==> src/rtl/dmem_access_ctrl.sv <==
// rtl/dmem_access_ctrl.sv - load/store access controller for a word-addressed data memory
//
// Accepts one LB/LH/LW/LBU/LHU/SB/SH/SW request at a time, performs the memory
// access (read-modify-write for sub-word stores) and returns one response.
//
// Ports:
//   CLK, RST          clock, asynchronous active-high reset
//   req_valid/ready   request handshake; req_ready is high only in IDLE
//   req_op            operation code (LB=0 LH=1 LW=2 LBU=4 LHU=5 SB=8 SH=9 SW=10)
//   req_addr          byte address
//   req_wdata         store data (low byte/halfword for SB/SH)
//   resp_valid/ready  response handshake; response held until accepted
//   resp_rdata        extended load result, 0 for stores and errors
//   resp_err          misaligned, out-of-range or illegal request
//   mem_we, mem_re    memory write/read enables, never high together
//   mem_addr          word-aligned memory address
//   mem_wdata         full word to write
//   mem_rdata         combinational memory read data
module dmem_access_ctrl #(
    parameter int unsigned MEM_WORDS = 1048576
) (
    input  logic        CLK,
    input  logic        RST,
    input  logic        req_valid,
    output logic        req_ready,
    input  logic [3:0]  req_op,
    input  logic [31:0] req_addr,
    input  logic [31:0] req_wdata,
    output logic        resp_valid,
    input  logic        resp_ready,
    output logic [31:0] resp_rdata,
    output logic        resp_err,
    output logic        mem_we,
    output logic        mem_re,
    output logic [31:0] mem_addr,
    output logic [31:0] mem_wdata,
    input  logic [31:0] mem_rdata
);

    localparam logic [1:0] ST_IDLE = 2'd0;
    localparam logic [1:0] ST_RD   = 2'd1;
    localparam logic [1:0] ST_WR   = 2'd2;
    localparam logic [1:0] ST_RESP = 2'd3;

    localparam logic [3:0] OP_LB  = 4'd0;
    localparam logic [3:0] OP_LH  = 4'd1;
    localparam logic [3:0] OP_LW  = 4'd2;
    localparam logic [3:0] OP_LBU = 4'd4;
    localparam logic [3:0] OP_LHU = 4'd5;
    localparam logic [3:0] OP_SB  = 4'd8;
    localparam logic [3:0] OP_SH  = 4'd9;
    localparam logic [3:0] OP_SW  = 4'd10;

    localparam logic [31:0] MEM_WORDS_L = 32'(MEM_WORDS);

    logic [1:0]  state;
    logic [3:0]  op_q;
    logic [31:0] addr_q;
    logic [31:0] wdata_q;
    logic [31:0] word_buf;

    logic        req_legal;
    logic        req_misaligned;
    logic        req_out_of_range;
    logic        req_err;

    logic [7:0]  ld_byte;
    logic [15:0] ld_half;
    logic [31:0] ld_result;
    logic [31:0] st_word;

    // Request decode, only consulted at the accept edge in IDLE.
    always_comb begin
        req_legal      = 1'b0;
        req_misaligned = 1'b0;
        case (req_op)
            OP_LB, OP_LBU, OP_SB: req_legal = 1'b1;
            OP_LH, OP_LHU, OP_SH: begin
                req_legal      = 1'b1;
                req_misaligned = req_addr[0];
            end
            OP_LW, OP_SW: begin
                req_legal      = 1'b1;
                req_misaligned = |req_addr[1:0];
            end
            default: req_legal = 1'b0;
        endcase
        req_out_of_range = {2'b00, req_addr[31:2]} >= MEM_WORDS_L;
        req_err          = !req_legal || req_misaligned || req_out_of_range;
    end

    // Load lane selection and extension from the live read data.
    always_comb begin
        case (addr_q[1:0])
            2'd0:    ld_byte = mem_rdata[7:0];
            2'd1:    ld_byte = mem_rdata[15:8];
            2'd2:    ld_byte = mem_rdata[23:16];
            default: ld_byte = mem_rdata[31:24];
        endcase
        ld_half = addr_q[1] ? mem_rdata[31:16] : mem_rdata[15:0];
        case (op_q)
            OP_LB:   ld_result = {{24{ld_byte[7]}}, ld_byte};
            OP_LBU:  ld_result = {24'h0, ld_byte};
            OP_LH:   ld_result = {{16{ld_half[15]}}, ld_half};
            OP_LHU:  ld_result = {16'h0, ld_half};
            default: ld_result = mem_rdata;
        endcase
    end

    // Store word: buffered old word with the addressed lanes replaced.
    always_comb begin
        st_word = word_buf;
        case (op_q)
            OP_SB: begin
                case (addr_q[1:0])
                    2'd0:    st_word[7:0]   = wdata_q[7:0];
                    2'd1:    st_word[15:8]  = wdata_q[7:0];
                    2'd2:    st_word[23:16] = wdata_q[7:0];
                    default: st_word[31:24] = wdata_q[7:0];
                endcase
            end
            OP_SH: begin
                if (addr_q[1]) st_word[31:16] = wdata_q[15:0];
                else           st_word[15:0]  = wdata_q[15:0];
            end
            default: st_word = wdata_q;
        endcase
    end

    // Outputs decoded from state and registered request fields only.
    assign req_ready  = (state == ST_IDLE);
    assign resp_valid = (state == ST_RESP);
    assign mem_re     = (state == ST_RD);
    assign mem_we     = (state == ST_WR);
    assign mem_addr   = (mem_re || mem_we) ? {addr_q[31:2], 2'b00} : 32'h0;
    assign mem_wdata  = mem_we ? st_word : 32'h0;

    always_ff @(posedge CLK or posedge RST) begin
        if (RST) begin
            state      <= ST_IDLE;
            op_q       <= 4'h0;
            addr_q     <= 32'h0;
            wdata_q    <= 32'h0;
            word_buf   <= 32'h0;
            resp_rdata <= 32'h0;
            resp_err   <= 1'b0;
        end else begin
            case (state)
                ST_IDLE: begin
                    if (req_valid) begin
                        op_q       <= req_op;
                        addr_q     <= req_addr;
                        wdata_q    <= req_wdata;
                        resp_rdata <= 32'h0;
                        if (req_err) begin
                            resp_err <= 1'b1;
                            state    <= ST_RESP;
                        end else if (req_op == OP_SW) begin
                            state <= ST_WR;
                        end else begin
                            state <= ST_RD;
                        end
                    end
                end
                ST_RD: begin
                    word_buf <= mem_rdata;
                    // Only legal ops reach RD; bit 3 marks SB/SH here.
                    if (op_q[3]) begin
                        state <= ST_WR;
                    end else begin
                        resp_rdata <= ld_result;
                        state      <= ST_RESP;
                    end
                end
                ST_WR: state <= ST_RESP;
                ST_RESP: begin
                    if (resp_ready) begin
                        resp_rdata <= 32'h0;
                        resp_err   <= 1'b0;
                        state      <= ST_IDLE;
                    end
                end
                default: state <= ST_IDLE;
            endcase
        end
    end

endmodule

==> config.mk <==
export PLATFORM = sky130hd
export DESIGN_NAME = dmem_access_ctrl
export DESIGN_NICKNAME = d
export VERILOG_FILES = /design/src/rtl/dmem_access_ctrl.sv
export SDC_FILE = /design/constraint.sdc
export NUM_CORES = 1
export LEC_CHECK = 0
export BUFFER_PORTS_ARGS = -buffer_cell sky130_fd_sc_hd__buf_2
export CAP_MARGIN = 25
export CORE_ASPECT_RATIO = 0.75
export CORE_MARGIN = 8
export CORE_UTILIZATION = 52
export DETAILED_ROUTE_END_ITERATION = 7
export HOLD_SLACK_MARGIN = 0.08
export PLACE_DENSITY = 0.85
export SYNTH_ARGS = -nofsm -noshare
export SYNTH_HDL_FRONTEND = slang
export SYNTH_SLANG_ARGS = --single-unit
==> constraint.sdc <==
create_clock -name CLK -period 5.8 [get_ports CLK]
set_input_delay 0.58 -clock CLK [delete_from_list [all_inputs] [get_ports CLK]]
set_output_delay 0.58 -clock CLK [all_outputs]
set_load 0.005 [all_outputs]
After elaboration in Yosys (flattened, before gate mapping)
Cells that the tools add are included.

Input bits: 104. Register bits: 135. Output and inout bits: 101. Word-level logic and storage cells: 76.

Mux-type cells: 28. Reduce and logical (&&, ||, !) cells: 19. Order comparisons: 1. Eq/ne operators: 21.

Operator list (number): two-way mux 32 bit (5); case mux 32 bit (4 select lines) (1); case mux 32 bit (3 select lines) (1); case mux 32 bit (2 select lines) (1); two-way mux 16 bit (3); two-way mux 8 bit (4); >= comparator 30 x 21 -> 1 bit (second input constant) (1); case mux 8 bit (3 select lines) (1); equality test 4 bit (second input constant) (5); equality test 4 x 3 -> 1 bit (second input constant) (4); equality test 4 x 1 -> 1 bit (second input constant) (2); logical NOT 4 bit (2); two-way mux 2 bit (4); case mux 2 bit (4 select lines) (1); AND reduction 4 bit (2); OR reduction 8 bit (1); equality test 2 bit (second input constant) (3); OR reduction 3 bit (2); two-way mux 1 bit (5); equality test 2 x 1 -> 1 bit (second input constant) (2); equality test 4 x 2 -> 1 bit (second input constant) (1); logical NOT 2 bit (2); inequality test 2 x 1 -> 1 bit (second input constant) (2); inequality test 2 bit (second input constant) (2); 7 further kinds (12).

Logic depth before layout (Yosys ltp)
Gate-level depths: netlist of the first run.

Word-level depth: 9. Gate-level depth with buffers: 8. Mapped depth without buffers: 6.

Least setup slack after synthesis of the first run
Ideal clock, no wire load.

Kind: register to output. From: reg op_q[1]. To: out mem_wdata[24]. Stages on the path, launching flop included: 6. Path slack: 3499 ps. Required time: 5220 ps. Arrival: 1721 ps. Buffers on the path: 1. Cells stage by stage: dfrtp_1 or3b_2 clkbuf_1 nor2_1 a222oi_1 a21oi_1.

Word-level cells in the longest chain between the ends: 3. Elaborated cells on any way between the ends: 4. Those cells by class: 2 x eq/ne; 2 x mux.

Ends and longest elaborated chain: start, declared (line 57) `logic [3:0] op_q;`; start signal, assigned (line 151) `op_q <= req_op;`; equality test 4 bit (line 113) `case (op_q)`; case mux 32 bit (2 select lines) (*) (line 113); two-way mux 32 bit (*) (line 136) `assign mem_wdata = mem_we ? st_word : 32'h0;`; end, declared (line 36) `output logic [31:0] mem_wdata,`.

Every way passes the cells marked *; elsewhere a longest branch is shown, timed or not.

Worst setup path in the final report of the first run
From: reg addr_q[1]. To: out mem_wdata[30].

Word-level cells in the longest chain between the ends: 5. Elaborated cells on any way between the ends: 8. Those cells by class: 2 x eq/ne; 4 x mux; 2 x reduce/logical.

Ends and longest elaborated chain: start, declared (line 58) `logic [31:0] addr_q;`; start signal, assigned (line 152) `addr_q <= req_addr;`; equality test 2 bit (tied with other cells) (line 115) `case (addr_q[1:0])`; OR reduction 3 bit (no source line); two-way mux 8 bit (line 115); case mux 32 bit (2 select lines) (*) (line 113); two-way mux 32 bit (*) (line 136).

Marks and branches as above.

==> results of run 1 <==
-- cells in the final DEF, fill, tap and decap left out, types with 9 or more instances in the layout --
master	synthesis	layout
sky130_fd_sc_hd__a221o_1	12	12
sky130_fd_sc_hd__dfrtp_1	135	134
sky130_fd_sc_hd__a21oi_1	19	19
sky130_fd_sc_hd__mux2i_1	22	22
sky130_fd_sc_hd__nor3_1	14	14
sky130_fd_sc_hd__nand2b_1	9	9
sky130_fd_sc_hd__a221o_2	10	10
sky130_fd_sc_hd__mux2_2	101	101
sky130_fd_sc_hd__nor2_1	39	39
sky130_fd_sc_hd__a211oi_1	9	9
sky130_fd_sc_hd__o22ai_1	17	17
sky130_fd_sc_hd__and2_1	35	35
sky130_fd_sc_hd__nand2_1	27	26
sky130_fd_sc_hd__clkbuf_16	0	17
sky130_fd_sc_hd__buf_2	4	202
-- per-stage QoR --
| step | total power, mW | setup WS [ps] | utilization | hold slack, ps | std cells |
|---|---|---|---|---|---|
| 3_5_place_dp | 4.22 | 2670 | 0.616 | 486 | 920 |
| 5_1_grt | 5.77 | 2000 | 0.671 | 378 | 954 |
| 2_1_floorplan | 3.33 | 1610 | - | 471 | 585 |
| 4_1_cts | 5.45 | 2230 | 0.667 | 379 | 951 |
| 6_report | 5.47 | 2190 | 0.671 | 393 | 955 |
| 3_3_place_gp | 4.06 | 2650 | 0.615 | 475 | 919 |
-- cells by family (layout without fill, tap and decap cells) --
group / after synthesis / count (layout)
buffers and inverters: 51 / 249
and+or+nand+nor: 146 / 146
adders and majority gates: 4 / 4
AOI/OAI and AO/OA: 116 / 116
DFF: 135 / 135
muxes: 131 / 131
other: 1 / 3
-- final cells by class --
type,instances,area share
Clock buffer,24,0.0576
Inverter,7,0.00331
Multi-Input combinational cell,399,0.379
Sequential cell,135,0.388
Antenna cell,1,0.000287
Tap cell,171,0.0246
Clock inverter,7,0.0188
Timing Repair Buffer,211,0.128
-- report_power, final --
part / internal, mW / switching (mW)
Clock: 0.818 / 0.395
Sequential: 1.42 / 0.443
Combinational: 1.22 / 1.18
Total: 3.45 / 2.02
-- sequential cells by signal (all words and copies together), names as in the netlist --
| signal | count |
|---|---|
| addr_q | 32 |
| op_q | 4 |
| resp_err | 1 |
| resp_rdata | 32 |
| state | 2 |
| wdata_q | 32 |
| word_buf | 32 |
-- what timing repair did --
item | 4_1_cts | 5_1_grt
setup buffers | 0 | 0
endpoints found under the hold margin | 0 | 8
hold buffers | 0 | 1
-- worst max-delay path: stages, from the launching register on --
cell and delay, ps:
sky130_fd_sc_hd__dfrtp_2 1020, sky130_fd_sc_hd__inv_1 270, sky130_fd_sc_hd__nor4_2 740, sky130_fd_sc_hd__nand2_1 120, sky130_fd_sc_hd__a21oi_1 270, sky130_fd_sc_hd__buf_2 180
-- path summary, 6_finish.rpt --
path	to	cells past startpoint	from	slack [ps]
min	addr_q[15]$_DFFE_PP0P_	2	req_addr[15]	390
max	mem_wdata[30]	5	addr_q[1]$_DFFE_PP0P_	2190
min reg2reg	addr_q[9]$_DFFE_PP0P_	1	addr_q[9]$_DFFE_PP0P_	500
max in group asynchronous	addr_q[1]$_DFFE_PP0P_	5	RST	3760
min in group asynchronous	resp_rdata[16]$_DFFE_PP0P_	3	RST	610
max reg2reg	resp_rdata[18]$_DFFE_PP0P_	7	state[1]$_DFFE_PP0P_	2690
-- routing by layer --
metal,routed length (um),GRT usage
met3,2460,0.107
met2,10300,0.399
met1,8710,0.308
met4,535,0.0979
met5,13,0
==> implementation parameters, run 1 <==
Parameter                              Value

Run status
  Run status    finished clean

Worst setup path
  Worst-path fanout max    49
  Kind of launch point of the worst setup path    register
  Data arrival time of the critical path    3030 ps
  Endpoint kind of the worst setup timing path    output port
  CP Data Required Time    5220 ps
  Worst setup path class    register to output port

Drt
  Mean routed wirelength per cell    23.0 um
  Remaining antenna violation count after routing    0
  Total DRC errors in the routed layout    0
  Via count    5864
  Routed via count divided by cell count    6.14
  Initial detailed-routing violation count    604
  Routed wire length    22000 um
  First-pass iteration count of the detailed router    5

Timing
  Time the final worst path needs with I/O delays and setup    3610 ps
  Worst rel slew slack    0.334
  Final slew viol count    0
  F_max    277 MHz
  Final sum of negative setup slack    0 ps
  Share of the cycle needed by the critical path after routing    0.622
  Least-Margin Pin Slew    999 ps
  Unrepaired setup endpoints after global routing    false
  Setup-violating endpoint count in the final report    0
  Final hold violation count    0
  Largest clock skew in the final design    6.62 ps

Die
  Starting density of the core    0.532
  Area of the core    0.0130 mm^2
  Area enclosed by the die boundary    0.0172 mm^2
  Die width    149 um
  Number of primary I/O pins    205
  Number of standard-cell rows in the floorplan    36
  Vertical die dimension    116 um

GRT
  Antenna violations before repair    1
  Overall routing resource usage    0.255
  Wire length of the first global-routing pass    33700 um
  Pin count of the biggest net entering global routing    79
  Via count of the first global-routing pass    6085
  Overflow after GRT    0

Synth
  Ys async rst share    1.00
  Simple logic cell fraction of the synthesized area    0.111
  Primary flip-flop cell chosen by synthesis mapping    sky130_fd_sc_hd__dfrtp_1
  Most common cell in the synthesized netlist    sky130_fd_sc_hd__dfrtp_1
  Post-synthesis cell area    0.00690 mm^2
  Largest cells by area after synthesis    sky130_fd_sc_hd__dfrtp_1 (49%), sky130_fd_sc_hd__mux2_2 (16%), sky130_fd_sc_hd__mux2i_1 (3.2%)
  Share of synthesized area occupied by flip-flops and latches    0.490
  Mean post-synth cell area    11.8 um^2
  Most area-hungry cell type in the Yosys netlist    sky130_fd_sc_hd__dfrtp_1
  Synth warnings    0
  Largest family of logic cells by synthesized area    multiplexers
  Cell variety after synth    50
  Fraction of post-synthesis cell area in the top cell type by area    0.490
  Synthesized flop and latch total    135
  Top cells by instance count after synthesis    sky130_fd_sc_hd__dfrtp_1 (135), sky130_fd_sc_hd__mux2_2 (101), sky130_fd_sc_hd__nor2_1 (39)
  Compound-cell area share of the yosys netlist    0.136
  Post-Synth XOR/XNOR Area    0
  Adder-cell area share of the yosys netlist    0.00726
  Cells after synthesis    584
  Multiplexer area fraction after synthesis    0.223
  Number of enable flip-flop cells after synthesis    0

Clock tree
  Root buffer selected by CTS    sky130_fd_sc_hd__clkbuf_16
  Number of CTS-inserted buffers    17
  CTS resizes    0
  Clock transition at the registers of the reported paths    60 ps
  Maximum level of the CTS H-tree    4
  Worst-skew pair later-pin latency    420 ps
  Clock tree from TritonCTS    done
  Number of buffers between clock root and the deepest sink    2
  Clock sink total    135

Placement
  Half-perimeter wire length of the detailed placement result    16200 um
  Area after detailed placement    0.00799 mm^2
  Routability Congestion    0.882
  Number of port buffers    202

Layout
  Post-layout net count    879
  Fraction of layout cells with a size suffix above 1    0.476
  Area of the multi-input gates    0.00330 mm^2
  Layout overhead on the synthesized area    26.3%
  Combined flip-flop and latch cell area    0.00338 mm^2
  Fill cell count    950
  Area of all placed cells without fillers    0.00871 mm^2

Flow run
  MaxCap Viol Count    0

Power and ir drop
  IR drop worst, VDD    0.325 mV
  Leakage power total    4.19 nW
  Areal power density over the cells    629 mW/mm^2

Min path
  Min-Delay Path Class    input port to register
Note: power is estimated with default switching activity, not from simulation.
==> run 2: changes to the inputs <==
ABC_AREA = 1   (was default)
CORE_UTILIZATION = 49   (was 52)
PLACE_DENSITY = 0.83   (was 0.85)
clock period = 3 ns   (was 5.8 ns; I/O delays follow)
==> run 2 against run 1 <==
Register-to-register slack lost 1800 ps. Flip-flop and latch count stayed put. Largest cell class is now multi-input combinational cells. Area after synthesis grew 16%. Via count is 39% higher. Clock-buffer cell count shrank 7. Wire length is 16% higher.
==> implementation parameters, run 2 <==
Parameter                              Value

Power and ir drop
  Leakage power total    5.56 nW (was 4.19 nW)
  IR drop worst, VDD    0.610 mV (was 0.325 mV)
  Areal power density over the cells    1080 mW/mm^2 (was 629 mW/mm^2)

Die
  Die width    164 um (was 149 um)
  Area enclosed by the die boundary    0.0207 mm^2 (was 0.0172 mm^2)
  Vertical die dimension    127 um (was 116 um)
  Number of standard-cell rows in the floorplan    40 (was 36)
  Starting density of the core    0.500 (was 0.532)
  Number of primary I/O pins    205 (unchanged)
  Area of the core    0.0160 mm^2 (was 0.0130 mm^2)

Timing
  Least-Margin Pin Slew    966 ps (was 999 ps)
  Unrepaired setup endpoints after global routing    false (unchanged)
  Final sum of negative setup slack    0 ps (unchanged)
  F_max    388 MHz
  Final slew viol count    0 (unchanged)
  Time the final worst path needs with I/O delays and setup    2580 ps
  Worst rel slew slack    0.356 (was 0.334)
  Final hold violation count    0 (unchanged)
  Largest clock skew in the final design    14.7 ps (was 6.62 ps)
  Setup-violating endpoint count in the final report    0 (unchanged)
  Share of the cycle needed by the critical path after routing    0.860
  Worst Hold Slack    89.5 ps (was 393 ps)
  Worst setup margin    421 ps (was 2190 ps)

Clock tree
  Maximum level of the CTS H-tree    4 (unchanged)
  Clock transition at the registers of the reported paths    70 ps (was 60 ps)
  Clock tree from TritonCTS    done (unchanged)
  Root buffer selected by CTS    sky130_fd_sc_hd__clkbuf_16 (unchanged)
  Worst-skew pair later-pin latency    440 ps (was 420 ps)
  Buffer count from post-CTS setup fixing    0 (unchanged)
  CTS resizes    0 (unchanged)
  Number of CTS-inserted buffers    17 (unchanged)
  Number of buffers between clock root and the deepest sink    2 (unchanged)
  Quantity of hold-fixing buffers added after cts    1 (was 0)
  Clock sink total    135 (unchanged)

Min path
  Min-Delay Path Class    input port to register (unchanged)

Drt
  Routed via count divided by cell count    5.22 (was 6.14)
  First-pass iteration count of the detailed router    5 (unchanged)
  Remaining antenna violation count after routing    0 (unchanged)
  Mean routed wirelength per cell    16.3 um (was 23.0 um)
  Routed wire length    25500 um (was 22000 um)
  Via count    8165 (was 5864)
  Total DRC errors in the routed layout    0 (unchanged)
  Initial detailed-routing violation count    1023 (was 604)

Layout
  Layout overhead on the synthesized area    21.3% (was 26.3%)
  Commonest non-fill, non-tap cell in the layout    sky130_fd_sc_hd__nand2_1 (was sky130_fd_sc_hd__buf_2)
  Final std cells w/o fill    1563 (was 955)
  Highest-count cells in the layout ignoring fill and taps    sky130_fd_sc_hd__nand2_1 (421), sky130_fd_sc_hd__buf_2 (202), sky130_fd_sc_hd__nor2_1 (168) (was sky130_fd_sc_hd__buf_2 (202), sky130_fd_sc_hd__dfrtp_1 (134), sky130_fd_sc_hd__mux2_2 (101))
  Area of all placed cells without fillers    0.00972 mm^2 (was 0.00871 mm^2)
  Post-layout net count    1447 (was 879)
  Fill cell count    1491 (was 950)
  Fraction of layout cells with a size suffix above 1    0.235 (was 0.476)

Worst setup path
  Start point of the critical path    op_q[3]$_DFFE_PP0P_ (was addr_q[1]$_DFFE_PP0P_)
  Kind of launch point of the worst setup path    register (unchanged)
  CP Data Required Time    2700 ps (was 5220 ps)
  Reg-to-Reg Start    state[0]$_DFFE_PP0P_ (was state[1]$_DFFE_PP0P_)
  Crit Reg-Reg Endpoint    wdata_q[10]$_DFFE_PP0P_ (was resp_rdata[18]$_DFFE_PP0P_)
  Termination of the worst setup path    mem_wdata[21] (was mem_wdata[30])
  Length in cells of the worst reg-to-reg path    6 (was 7)
  Data arrival time of the critical path    2280 ps (was 3030 ps)
  Worst-path fanout max    32 (was 49)
  Worst setup path class    register to output port (unchanged)
  Endpoint kind of the worst setup timing path    output port (unchanged)
  Flop2flop setup slack    900 ps (was 2690 ps)

Placement
  Routability Congestion    0.948 (was 0.882)
  Half-perimeter wire length of the detailed placement result    19100 um (was 16200 um)
  Worst setup slack before clock tree synthesis    909 ps (was 2670 ps)
  Number of port buffers    202 (unchanged)
  Area after detailed placement    0.00915 mm^2 (was 0.00799 mm^2)
  Number of placed instances with taps included    1529 (was 920)

GRT
  Most Used Layer, Global Route    met2 (unchanged)
  Antenna violations before repair    2 (was 1)
  Met1 Track Usage GR    0.324 (was 0.308)
  Overflow after GRT    0 (unchanged)
  Overall routing resource usage    0.248 (was 0.255)
  Global routing met3 resource utilization    0.0892 (was 0.107)
  Pin count of the biggest net entering global routing    82 (was 79)
  Via count of the first global-routing pass    7927 (was 6085)
  Wire length of the first global-routing pass    41100 um (was 33700 um)
  Met2 routing resource usage after global routing    0.378 (was 0.399)

Synth
  Cells after synthesis    1161 (was 584)
  Mean post-synth cell area    6.90 um^2 (was 11.8 um^2)
  Primary flip-flop cell chosen by synthesis mapping    sky130_fd_sc_hd__dfrtp_1 (unchanged)
  Post-synthesis cell area    0.00801 mm^2 (was 0.00690 mm^2)
  Number of enable flip-flop cells after synthesis    0 (unchanged)
  Synth warnings    0 (unchanged)
  Most area-hungry cell type in the Yosys netlist    sky130_fd_sc_hd__dfrtp_1 (unchanged)
  Share of synthesized area occupied by flip-flops and latches    0.422 (was 0.490)
  Synthesized flop and latch total    135 (unchanged)
  Ys async rst share    1.00 (unchanged)
  Cell variety after synth    25 (was 50)
  Largest cells by area after synthesis    sky130_fd_sc_hd__dfrtp_1 (42%), sky130_fd_sc_hd__nand2_1 (20%), sky130_fd_sc_hd__nor2_1 (7.9%) (was sky130_fd_sc_hd__dfrtp_1 (49%), sky130_fd_sc_hd__mux2_2 (16%), sky130_fd_sc_hd__mux2i_1 (3.2%))
  Top cells by instance count after synthesis    sky130_fd_sc_hd__nand2_1 (422), sky130_fd_sc_hd__nor2_1 (168), sky130_fd_sc_hd__dfrtp_1 (135) (was sky130_fd_sc_hd__dfrtp_1 (135), sky130_fd_sc_hd__mux2_2 (101), sky130_fd_sc_hd__nor2_1 (39))
  Fraction of post-synthesis cell area in the top cell type by area    0.422 (was 0.490)
  Most common cell in the synthesized netlist    sky130_fd_sc_hd__nand2_1 (was sky130_fd_sc_hd__dfrtp_1)

Flow run
  MaxCap Viol Count    0 (unchanged)

Run status
  Run status    finished clean (unchanged)
-- run 2: changes by cell type after synthesis, sizes merged, moves of 14 or more --
cell	before	now
a21oi	19	61
o21ai	6	36
o22ai	17	0
a221o	22	0
and2	35	0
nand2	27	425
mux2i	22	0
inv	6	129
buf	19	40
mux2	101	44
nor2	39	172
nand3	1	71
nor3	14	0
-- run 2: through the flow --
stage / power, mW / utilization
CTS: 10.5 / 0.607
detailed placement: 8.47 / 0.571
global placement: 8.32 / 0.571
floorplan: 6.70 / -
global route: 11.4 / 0.607
finish: 10.5 / 0.607
-- run 2: cells by family (layout without fill, tap and decap cells) --
kind of cell             after synthesis  count (layout)  share of synthesized area
AND/OR/NAND/NOR                      672             672                      0.335
AO/OA/AOI/OAI                        114             114                     0.0756
other                                  1               3                   0.000468
flip-flops                           135             135                      0.422
adder cells (fa/ha/maj)                4               4                    0.00625
multiplexers                          44              44                     0.0618
buffers and inverters                191             381                     0.0990
-- run 2: per-layer routing --
metal	wire length, um	share of wire	up-vias
met3	3020	0.12	53
met4	591	0.023	4
met5	18	0.00071	-
met2	11300	0.44	433
met1	10600	0.41	3729
li1	-	-	3946
-- run 2: report_power, final --
group / leakage, nW / internal [mW] / switching, mW
logic: 3.63 / 1.96 / 3.46
registers: 1.65 / 2.63 / 0.443
clock network: 0.271 / 1.09 / 0.910
total: 5.56 / 5.68 / 4.81
-- run 2: final cells by class --
class	count	area (um^2)	area share
diodes	1	2.50	0.000257
clock buffers	17	425	0.0438
clock inverters	15	133	0.0136
inverters	129	488	0.0502
multi-input cells	836	3860	0.397
flip-flops and latches	135	3380	0.348
well taps	210	263	0.0270
repair buffers	220	1170	0.121
-- run 2: worst max-delay path, stage by stage, from the launching register on --
cell and delay, ps:
sky130_fd_sc_hd__dfrtp_1 420, sky130_fd_sc_hd__nand2_1 130, sky130_fd_sc_hd__nor2_2 40, sky130_fd_sc_hd__buf_4 200, sky130_fd_sc_hd__inv_2 430, sky130_fd_sc_hd__nand2_1 90
sky130_fd_sc_hd__a31oi_1 340, sky130_fd_sc_hd__buf_2 190
-- run 2: worst min-delay path by stage --
stage                                from                         end  slack [ps]  depth (start not counted)
2_1_floorplan                mem_rdata[0]     word_buf[0]$_DFFE_PP0P_         420                          2
3_3_place_gp                          RST      wdata_q[9]$_DFFE_PP0P_         460                          2
3_5_place_dp   resp_rdata[22]$_DFFE_PP0P_  resp_rdata[22]$_DFFE_PP0P_         460                          2
4_1_cts                      req_addr[19]      addr_q[19]$_DFFE_PP0P_          80                          2
5_1_grt                      req_addr[12]      addr_q[12]$_DFFE_PP0P_          90                          2
6_report                     req_addr[19]      addr_q[19]$_DFFE_PP0P_          90                          2
==> run 3: changes to the inputs <==
PLACE_DENSITY = 0.78   (was 0.83)
==> run 3 against run 2 <==
Critical path depth is 2 lower. Total power up 1.8%. Worst setup slack got worse by 260 ps. Clock power is 9% higher. Register-to-register slack gained 70 ps. Combinational power about the same. Hold slack improved by 9.4 ps. Wire length up 0.24%. Non-clock buffer count up 3. Critical path type unchanged.
==> implementation parameters, run 3 (synthesis gave the netlist of run 2 again) <==
Parameter                              Value

GRT
  Antenna violations before repair    2 (unchanged)
  Wire length of the first global-routing pass    41000 um (was 41100 um)
  Via count of the first global-routing pass    8015 (was 7927)
  Overflow after GRT    0 (unchanged)
  Overall routing resource usage    0.248 (about the same)
  Pin count of the biggest net entering global routing    66 (was 82)

Clock tree
  Clock sink total    135 (unchanged)
  Buffer count from post-CTS setup fixing    0 (unchanged)
  Number of buffers between clock root and the deepest sink    2 (unchanged)
  Root buffer selected by CTS    sky130_fd_sc_hd__clkbuf_16 (unchanged)
  Number of CTS-inserted buffers    17 (unchanged)
  Clock transition at the registers of the reported paths    70 ps (about the same)
  Clock tree from TritonCTS    done (unchanged)
  Maximum level of the CTS H-tree    4 (unchanged)
  Worst-skew pair later-pin latency    420 ps (was 440 ps)

Layout
  Commonest non-fill, non-tap cell in the layout    sky130_fd_sc_hd__nand2_1 (unchanged)
  Post-layout net count    1450 (was 1447)
  Highest-count cells in the layout ignoring fill and taps    sky130_fd_sc_hd__nand2_1 (421), sky130_fd_sc_hd__buf_2 (202), sky130_fd_sc_hd__nor2_1 (168) (unchanged)
  Area of all placed cells without fillers    0.00980 mm^2 (was 0.00972 mm^2)
  Fraction of layout cells with a size suffix above 1    0.237 (was 0.235)
  Final std cells w/o fill    1566 (was 1563)
  Fill cell count    1481 (was 1491)
  Layout overhead on the synthesized area    22.2% (was 21.3%)

Timing
  Setup-violating endpoint count in the final report    0 (unchanged)
  Final hold violation count    0 (unchanged)
  Worst Hold Slack    98.9 ps (was 89.5 ps)
  Final slew viol count    0 (unchanged)
  F_max    352 MHz (was 388 MHz)
  Time the final worst path needs with I/O delays and setup    2840 ps (was 2580 ps)
  Worst rel slew slack    0.480 (was 0.356)
  Unrepaired setup endpoints after global routing    true (was false)
  Share of the cycle needed by the critical path after routing    0.947 (was 0.860)
  Worst setup margin    158 ps (was 421 ps)
  Largest clock skew in the final design    5.13 ps (was 14.7 ps)
  Least-Margin Pin Slew    779 ps (was 966 ps)

Die
  Vertical die dimension    127 um (unchanged)
  Starting density of the core    0.500 (unchanged)
  Number of standard-cell rows in the floorplan    40 (unchanged)
  Area enclosed by the die boundary    0.0207 mm^2 (unchanged)
  Area of the core    0.0160 mm^2 (unchanged)
  Die width    164 um (unchanged)
  Number of primary I/O pins    205 (unchanged)

Power and ir drop
  Cell-internal power    5.86 mW (was 5.68 mW)
  Areal power density over the cells    1090 mW/mm^2 (was 1080 mW/mm^2)
  Overall power of the completed layout    10.7 mW (was 10.5 mW)
  Fraction of power consumed by combinational cells    0.507 (was 0.517)
  Reported net switching power    4.82 mW (was 4.81 mW)
  IR drop worst, VDD    0.689 mV (was 0.610 mV)
  Clock share of power    0.204 (was 0.190)
  Sequential Power Share    0.289 (was 0.293)
  Switching part of the total    0.451 (was 0.459)
  Leakage power total    5.60 nW (was 5.56 nW)

Worst setup path
  Length in cells of the worst reg-to-reg path    5 (was 6)
  Data arrival time of the critical path    2540 ps (was 2280 ps)
  Worst-path fanout max    22 (was 32)
  CP Data Required Time    2700 ps (about the same)
  Worst setup path class    register to output port (unchanged)
  Endpoint kind of the worst setup timing path    output port (unchanged)
  Kind of launch point of the worst setup path    register (unchanged)

Placement
  Routability Congestion    0.894 (was 0.948)
  Half-perimeter wire length of the detailed placement result    19200 um (was 19100 um)
  Worst setup slack before clock tree synthesis    655 ps (was 909 ps)
  Area after detailed placement    0.00917 mm^2 (was 0.00915 mm^2)
  Number of port buffers    202 (unchanged)
  Number of placed instances with taps included    1532 (was 1529)

Drt
  Routed via count divided by cell count    5.20 (was 5.22)
  Routed wire length    25600 um (was 25500 um)
  Via count    8142 (was 8165)
  Mean routed wirelength per cell    16.3 um (about the same)
  Remaining antenna violation count after routing    0 (unchanged)
  Total DRC errors in the routed layout    0 (unchanged)
  Initial detailed-routing violation count    907 (was 1023)
  First-pass iteration count of the detailed router    5 (unchanged)

Min path
  Worst hold path depth    2 (unchanged)
  Min-Delay Path Class    input port to register (unchanged)

Run status
  Run status    finished clean (unchanged)

Flow run
  MaxCap Viol Count    0 (unchanged)
## run 3: cell types whose count changed in the layout (fill, tap and decap cells not counted)
| cell | delta |
|---|---|
| sky130_fd_sc_hd__clkinv_4 | -1 |
| sky130_fd_sc_hd__clkinv_2 | -1 |
| sky130_fd_sc_hd__clkinv_8 | +1 |
| sky130_fd_sc_hd__buf_4 | +3 |
| sky130_fd_sc_hd__inv_6 | -1 |
| sky130_fd_sc_hd__bufinv_16 | +2 |
## run 3: layout make-up
| cell class | instances | area (um^2) | area share |
|---|---|---|---|
| timing repair buffer | 223 | 1200 | 0.122 |
| antenna | 1 | 2.50 | 0.000255 |
| multi-input combinational | 836 | 3860 | 0.394 |
| tap | 210 | 263 | 0.0268 |
| clock inverter | 15 | 186 | 0.0190 |
| clock buffer | 17 | 425 | 0.0434 |
| sequential | 135 | 3380 | 0.345 |
| inverter | 129 | 488 | 0.0498 |
## run 3: critical path, cell delays in order (launching register included)
cell and delay (ps):
sky130_fd_sc_hd__dfrtp_1 420, sky130_fd_sc_hd__inv_1 100, sky130_fd_sc_hd__ha_1 480, sky130_fd_sc_hd__inv_1 510
sky130_fd_sc_hd__a31oi_1 410, sky130_fd_sc_hd__buf_2 190
## run 3: routing by layer
| metal | global-route usage | up-vias | wire (um) |
|---|---|---|---|
| li1 | - | 3952 | - |
| met5 | 0 | - | 18 |
| met4 | 0.0901 | 4 | 726 |
| met2 | 0.371 | 390 | 11300 |
| met3 | 0.0953 | 58 | 3100 |
| met1 | 0.321 | 3738 | 10500 |
## run 3: power groups by stage
stage / sequential (mW) / combinational (mW) / clock [mW]
final: 3.09 / 5.42 / 2.18
after global routing: 3.18 / 6.09 / 2.29
after CTS: 3.08 / 5.41 / 2.21
after detailed placement: 3.11 / 5.37 / 0
after global placement: 3.07 / 5.27 / 0
after floorplan: 2.98 / 3.72 / 0
## run 3: what timing repair did
action | 4_1_cts | 5_1_grt
gates resized for setup | 0 | 0
hold buffers | 1 | 0
hold endpoints to repair | 20 | 0
setup endpoints to repair | 0 | 1
## run 3: worst paths after layout
path                                      startpoint                 endpoint  slack (ps)
worst max-delay path            state[0]$_DFFE_PP0P_            mem_wdata[19]         160
worst min-delay path                    req_addr[16]   addr_q[16]$_DFFE_PP0P_         100
worst max register to register  state[0]$_DFFE_PP0P_   addr_q[10]$_DFFE_PP0P_         970
worst min register to register  resp_err$_DFFE_PP0P_     resp_err$_DFFE_PP0P_         470
max in group asynchronous                        RST   addr_q[10]$_DFFE_PP0P_        1630
min in group asynchronous                        RST  wdata_q[31]$_DFFE_PP0P_         490
## run 3: through the flow
| step | utilization | setup TNS (ps) |
|---|---|---|
| after floorplan | - | 0 |
| after global placement | 0.573 | 0 |
| after detailed placement | 0.573 | 0 |
| after CTS | 0.612 | 0 |
| after global routing | 0.612 | -2.49 |
| final | 0.612 | 0 |
